## src/rtl/mux_pkg.sv

```systemverilog
// Shared constants and helpers for the round-robin lane scheduler.
// Lane count is fixed at four, so selector indices are always two bits wide.
package mux_pkg;

    localparam int DATA_WIDTH = 8;
    localparam int LANES      = 4;
    localparam int SEL_WIDTH  = 2;

    function automatic logic [3:0] onehot2(input logic [1:0] sel);
        logic [3:0] result;
        result      = 4'b0000;
        result[sel] = 1'b1;
        return result;
    endfunction

endpackage

```

## src/rtl/rr_arbiter4.sv

```systemverilog
// Combinational rotating-priority picker for four requesters.
// The search starts one lane above the previous winner and wraps around.
module rr_arbiter4
    import mux_pkg::*;
(
    input  logic [3:0] req,
    input  logic [1:0] last,
    input  logic       en,
    output logic [3:0] win,
    output logic [1:0] win_idx,
    output logic       any
);

    logic [1:0] idx;

    // Offsets 1..4 from last; the two-bit wrap makes offset 4 land back on last.
    always_comb begin
        win     = 4'b0000;
        win_idx = 2'd0;
        any     = 1'b0;
        idx     = 2'd0;
        if (en) begin
            for (int k = 1; k <= 4; k++) begin
                idx = last + 2'(k);
                if (!any && req[idx]) begin
                    any     = 1'b1;
                    win_idx = idx;
                end
            end
        end
        if (any) begin
            win = onehot2(win_idx);
        end
    end

endmodule

```

## src/rtl/mux_rr_scheduler.sv

```systemverilog
// Four-lane round-robin scheduler: one holding register per lane, a rotating
// grant pointer and a registered output word with its selector and one-hot grant.
module mux_rr_scheduler #(
    parameter int DATA_WIDTH = mux_pkg::DATA_WIDTH,
    parameter int LANES      = mux_pkg::LANES
) (
    input  logic                          clk_4f,
    input  logic                          reset,
    input  logic [LANES-1:0]              valid_in,
    input  logic [LANES*DATA_WIDTH-1:0]   data_in,
    output logic [LANES-1:0]              in_ready,
    input  logic                          out_ready,
    output logic                          valid_out,
    output logic [DATA_WIDTH-1:0]         data_out,
    output logic [mux_pkg::SEL_WIDTH-1:0] selector,
    output logic [LANES-1:0]              grant
);

    import mux_pkg::*;

    logic [LANES-1:0]      pend;
    logic [DATA_WIDTH-1:0] hold [LANES];
    logic [1:0]            last;
    logic [3:0]            win;
    logic [1:0]            win_idx;
    logic                  any;

    rr_arbiter4 u_arbiter (
        .req     (pend),
        .last    (last),
        .en      (out_ready),
        .win     (win),
        .win_idx (win_idx),
        .any     (any)
    );

    // A lane draining this cycle can accept its next word in the same cycle.
    assign in_ready = ~pend | win;

    always_ff @(posedge clk_4f) begin
        if (reset) begin
            pend      <= '0;
            last      <= 2'd3;
            valid_out <= 1'b0;
            data_out  <= '0;
            selector  <= '0;
            grant     <= '0;
            for (int i = 0; i < LANES; i++) begin
                hold[i] <= '0;
            end
        end else begin
            for (int i = 0; i < LANES; i++) begin
                if (valid_in[i] && in_ready[i]) begin
                    pend[i] <= 1'b1;
                    hold[i] <= data_in[i*DATA_WIDTH +: DATA_WIDTH];
                end else if (win[i]) begin
                    pend[i] <= 1'b0;
                end
            end
            // A stall freezes the whole output register and the pointer.
            if (out_ready) begin
                if (any) begin
                    data_out  <= hold[win_idx];
                    selector  <= win_idx;
                    grant     <= onehot2(win_idx);
                    valid_out <= 1'b1;
                    last      <= win_idx;
                end else begin
                    valid_out <= 1'b0;
                    grant     <= '0;
                end
            end
        end
    end

endmodule

```

## config.mk

```make
export PLATFORM = sky130hd
export DESIGN_NAME = mux_rr_scheduler
export DESIGN_NICKNAME = d
export VERILOG_FILES = /design/src/rtl/mux_pkg.sv /design/src/rtl/rr_arbiter4.sv /design/src/rtl/mux_rr_scheduler.sv
export SDC_FILE = /design/constraint.sdc
export NUM_CORES = 1
export LEC_CHECK = 0
export ABC_AREA = 0
export CELL_PAD_IN_SITES_DETAIL_PLACEMENT = 1
export CELL_PAD_IN_SITES_GLOBAL_PLACEMENT = 2
export CORE_MARGIN = 5
export CORE_UTILIZATION = 35
export CTS_BUF_LIST = sky130_fd_sc_hd__clkbuf_8
export DETAILED_ROUTE_END_ITERATION = 12
export GPL_ROUTABILITY_DRIVEN = 0
export GPL_TIMING_DRIVEN = 0
export PLACE_DENSITY_LB_ADDON = 0.3
export SLEW_MARGIN = 20
export SYNTH_ARGS = -nofsm -noshare
export SYNTH_HDL_FRONTEND = slang
export SYNTH_HIERARCHICAL = 1
export SYNTH_SLANG_ARGS = --single-unit
```

## constraint.sdc

```tcl
create_clock -name clk_4f -period 3.3 [get_ports clk_4f]
set_input_delay 0.495 -clock clk_4f [delete_from_list [all_inputs] [get_ports clk_4f]]
set_output_delay 0.495 -clock clk_4f [all_outputs]
set_load 0.02 [all_outputs]
```

======== Word level (Yosys, flattened, before mapping) ========
Memory sizes are Yosys's and may differ from the RTL's. A register that Yosys moved wholly into a read port is not among the register bits.
Index checks and enable logic that the tools add are counted.
storage, ports and cells
  input bits .............................. 39
  memory bits (read-only) ................. 0
  latch bits .............................. 0
  logic and storage cells ................. 91
  bits in writable memories ............... 32
  register bits ........................... 13
  memories kept ........................... 1
operators by class
  bitwise operators ....................... 6
  divide/modulo/power cells ............... 0
  multiplexer cells ....................... 51
  equality and inequality tests ........... 0
  multipliers ............................. 0
  shift-type cells ........................ 0
  magnitude comparators ................... 6
  reduce and logical (&&, ||, !) cells .... 16
  $add $sub $neg .......................... 3
memory list
  memory  depth  width  read ports  clocked after Yosys merged registers in  wr ports  line                    text
  hold    4      8      1           1                                        4         mux_rr_scheduler.sv:22  logic [DATA_WIDTH-1:0] hold [LANES];
operator list
  operator             number
  $mux 1               36
  $mux 8               4
  $lt 2x3->1 const B   5
  $mux 2               5
  $bmux 1 s2           4
  $logic_and 1x1->1    8
  $reduce_bool 2->1    4
  $add 2x2->2 const B  2
  $mux 4               1
  $not 4->4            1
  $or 1x1->1           4
  $or 4x4->4           1
  $logic_not 1->1      3
  $add 2x1->2 const B  1
  $demux 1 s2          1
  $ge 2x1->1 const B   1
  $reduce_and 2->1     1

======== Logic depth before layout (Yosys ltp) ========
  depth in word-level cells ............... 28
  depth in mapped cells ................... 8
  depth with buffers taken out ............ 7

======== Cells and area by module ========
The synthesis kept the hierarchy.
by module, submodules not included
  module            area an instance (sq um)  seq. area each (sq um)  times used  cells each
  mux_rr_scheduler  2177.1                    1381.3                  1           171
  rr_arbiter4       181.4                     0.0                     1           26

======== Worst setup path after synthesis ========
Ideal clock, no wire load.
  kind .................................... flip-flop to flip-flop
  start ................................... register last[1]
  end ..................................... memory hold[2][0], data pin
  buffers on the path ..................... 0
  data arrival time ....................... 1.902 ns
  slack ................................... 1.265 ns
  library setup time ...................... 0.133 ns
  stages on the path, launching flop included .. 7
  cells stage by stage .................... dfxtp_1 -> mux2i_1 -> nor2_1 -> nor4b_2 -> nand2b_1 -> nor3b_1 -> and2_1
RTL lines
  element                 line                    text
  from (decl)             mux_rr_scheduler.sv:23  logic [1:0] last;
  from (signal assigned)  mux_rr_scheduler.sv:67  last <= win_idx;
  to (decl)               mux_rr_scheduler.sv:22

======== Worst setup path after layout ========
  start ................................... input out_ready
  end ..................................... output in_ready[0]
between the ends
  word-level cells in the longest chain between the ends .. 7
RTL lines
  element                                                         line                    text
  from (decl)                                                     mux_rr_scheduler.sv:12  input logic out_ready,
  $mux 2                                                          rr_arbiter4.sv:22       if (en) begin
  $lt 2x3->1 (implied by the code) or $ge 2x1->1 (tied branches)  mux_pkg.sv:12           result[sel] = 1'b1;
  $logic_and 1x1->1 (implied by the code)                         mux_pkg.sv:12
  $mux 1 (implied by the code)                                    mux_pkg.sv:12
  $demux 1 s2                                                     --
  $mux 4 *                                                        rr_arbiter4.sv:31       if (any) begin
  via win[0]                                                      mux_rr_scheduler.sv:24  logic [3:0] win;
  $or 4x4->4 *                                                    mux_rr_scheduler.sv:38  assign in_ready = ~pend | win;
  to (decl)                                                       mux_rr_scheduler.sv:11  output logic [LANES-1:0] in_ready,
Mark *: on every way through the listed nets, which the timed path passes. The rest lies on a longest branch.

==> flow_summary.toml <==
[clock_network]
cts.clk_slew.worst_paths_ps = 90
cts_resized = 0
cts_setup_buffers = 0
cts_max_path_buffers = 2
cts_tree = "done"
insertion_delay_ps = 310
h-tree-depth = 2
clock-sinks = 53
cts_root_buf = "clkbuf_8"
cts_hold_buf = 0
cts_buffers = 5

[power]
power_leakage_uw = 0.00116
p_int_uw = 1100
ir_drop_uv = 199
switching_share = 0.242
power_density_nw_per_um2 = 462
p_sw_uw = 351
power_uw = 1450
pwr-share-clk = 0.305
pwr-share-seq = 0.534
p_comb_frac = 0.161

[global_routing]
grt_usage = 0.136
first_global_vias = 1739
grt_max_degree = 17
gr-total-overflow = 0
grt_first_pass_wirelength_um = 8850
antenna_found_initial = 0

[die]
ios = 58
die-area_um2 = 8480
die_w_um = 92.1
dieHeight_um = 92.1
initial_core_util = 0.353
core_area_um2 = 6680
placementRows = 30

[yosys]
syn_area_um2 = 2360
async_flop_share = 0
yosys_register_bits = 53
synth_area_leader_cell = "edfxtp_1"
synth.most_common_cell = "and2_1"
synth_top_area_frac = 0.407
synthDistinctLibCells = 30
avgSynthCellArea_um2 = 12.0
synthTopCellsByArea = "edfxtp_1 41%, dfxtp_1 18%, and2_1 8.8%, mux4_2 5.7%, a21oi_1 4.9%"
syn-num-nets = 236
synthTopCellsByCount = "33 x and2_1, 32 x edfxtp_1, 23 x a21oi_1, 21 x dfxtp_1, 18 x nand2_1"
synth-edff-count = 32
ys_seq_area_frac = 0.586
synth_top_flop_cell = "edfxtp_1"
synth_cells = 197
ys.warnings.count = 6

[sta]
min_period_ps = 2930
finalSetupViolCount = 0
tightest_slew_ps = 951
whs_ps = 458
max_slew_margin = 0.364
tns_ps = 0
setup_ws_ps = 370
hold_viol_final = 0
finalCritPeriodShare = 0.888
max_freq_mhz = 341
rsz0062_at_grt = "no"
finalClockSkew_ps = 11.0
maxSlewViolCount = 0

[layout]
nNetsFinal = 300
antennaDiodeCount = 0
fillers = 715
area_growth_pct = 33.2
finish.utilization = 0.470
final_layout_size_suffix_gt1_frac = 0.0992

[placed_design]
placement.io_buffers = 57
hpwlAfterDp_um = 4350
pre_cts_slack_ps = 321

[hold_path]
hp-class = "flip-flop to flip-flop"

[drt]
detail-route-antenna-nets = 0
drt_first_pass_iters = 3
remaining_drc_errors = 0
drt_iter0_markers = 57
vias_per_cell = 4.90
drt-total-wl_um = 5630
dr_total_vias = 1676
wl_per_cell_um = 16.5

[status]
status = "finished, final reports clean"

[worst_setup_path]
path_class = "input pin to primary output"
cp_max_fo = 9
start_kind = "input pin"
arrival_ps = 2430
cp.required_ps = 2800
end_kind = "primary output"

[run]
maxCapViolations = 0
-- cell families after synthesis --
group	after synthesis	share of synthesized area
flip-flops	53	0.586
AO/OA/AOI/OAI	32	0.0833
buffers and inverters	16	0.0334
multiplexers	9	0.0838
AND/OR/NAND/NOR	87	0.214
-- cell type report --
type                            instances  area (um2)  area share
Multi-Input combinational cell        128         898       0.286
Inverter                                8        30.0     0.00956
Clock inverter                          3        42.5      0.0135
Clock buffer                            5        68.8      0.0219
Timing Repair Buffer                   57         571       0.182
Tap cell                               80         100      0.0319
Buffer                                  8        48.8      0.0155
Sequential cell                        53        1380       0.440
-- sequential cells by signal, indices dropped and copies added, names as in the netlist --
name,count
valid_out,1
last,2
hold,32
data_out,8
selector,2
pend,4
grant,4
-- final timing paths --
kind | from | endpoint | slack (ps) | cells after the start
worst max-delay path | out_ready | in_ready[0] | 370 | 5
worst min-delay path | data_out[1] | data_out[1] | 460 | 2
worst max register to register | last[1] | hold[0][2] | 720 | 6
worst min register to register | data_out[1] | data_out[1] | 460 | 2
-- cells in the final DEF (no fill, tap or decap), types with 6 or more instances in the layout --
master / instances
dfxtp_1: 21
inv_1: 9
and2_1: 33
nand2_1: 18
nand2b_1: 6
nand3_1: 11
a21oi_1: 23
edfxtp_1: 32
nor2_1: 6
mux4_2: 6
clkdlybuf4s50_1: 57
-- per-layer routing --
layer	global-route usage	up-vias	routed length [um]
li1	-	830	-
met1	0.170	800	2580
met2	0.231	39	2730
met3	0.0386	7	263
met4	0.0347	0	65
met5	0	-	0
-- critical path, stage by stage --
cell	delay (ps)
clkdlybuf4s50_1	690
nand2_1	160
nor4_2	240
nand2b_1	220
clkdlybuf4s50_1	630
-- power groups by stage --
stage	combinational [uW]	clock, uW	sequential (uW)
6_report	233	443	774
5_1_grt	253	481	780
4_1_cts	237	455	775
3_5_place_dp	237	0	790
3_3_place_gp	234	0	787
2_1_floorplan	127	0	788
-- metrics by stage --
| stage | cell area (um2) | std cells |
|---|---|---|
| 2_1_floorplan | 2360 | 197 |
| 3_3_place_gp | 3030 | 334 |
| 3_5_place_dp | 3030 | 334 |
| 4_1_cts | 3140 | 342 |
| 5_1_grt | 3140 | 342 |
| 6_report | 3140 | 342 |
Note: power is estimated with default switching activity, not from simulation.
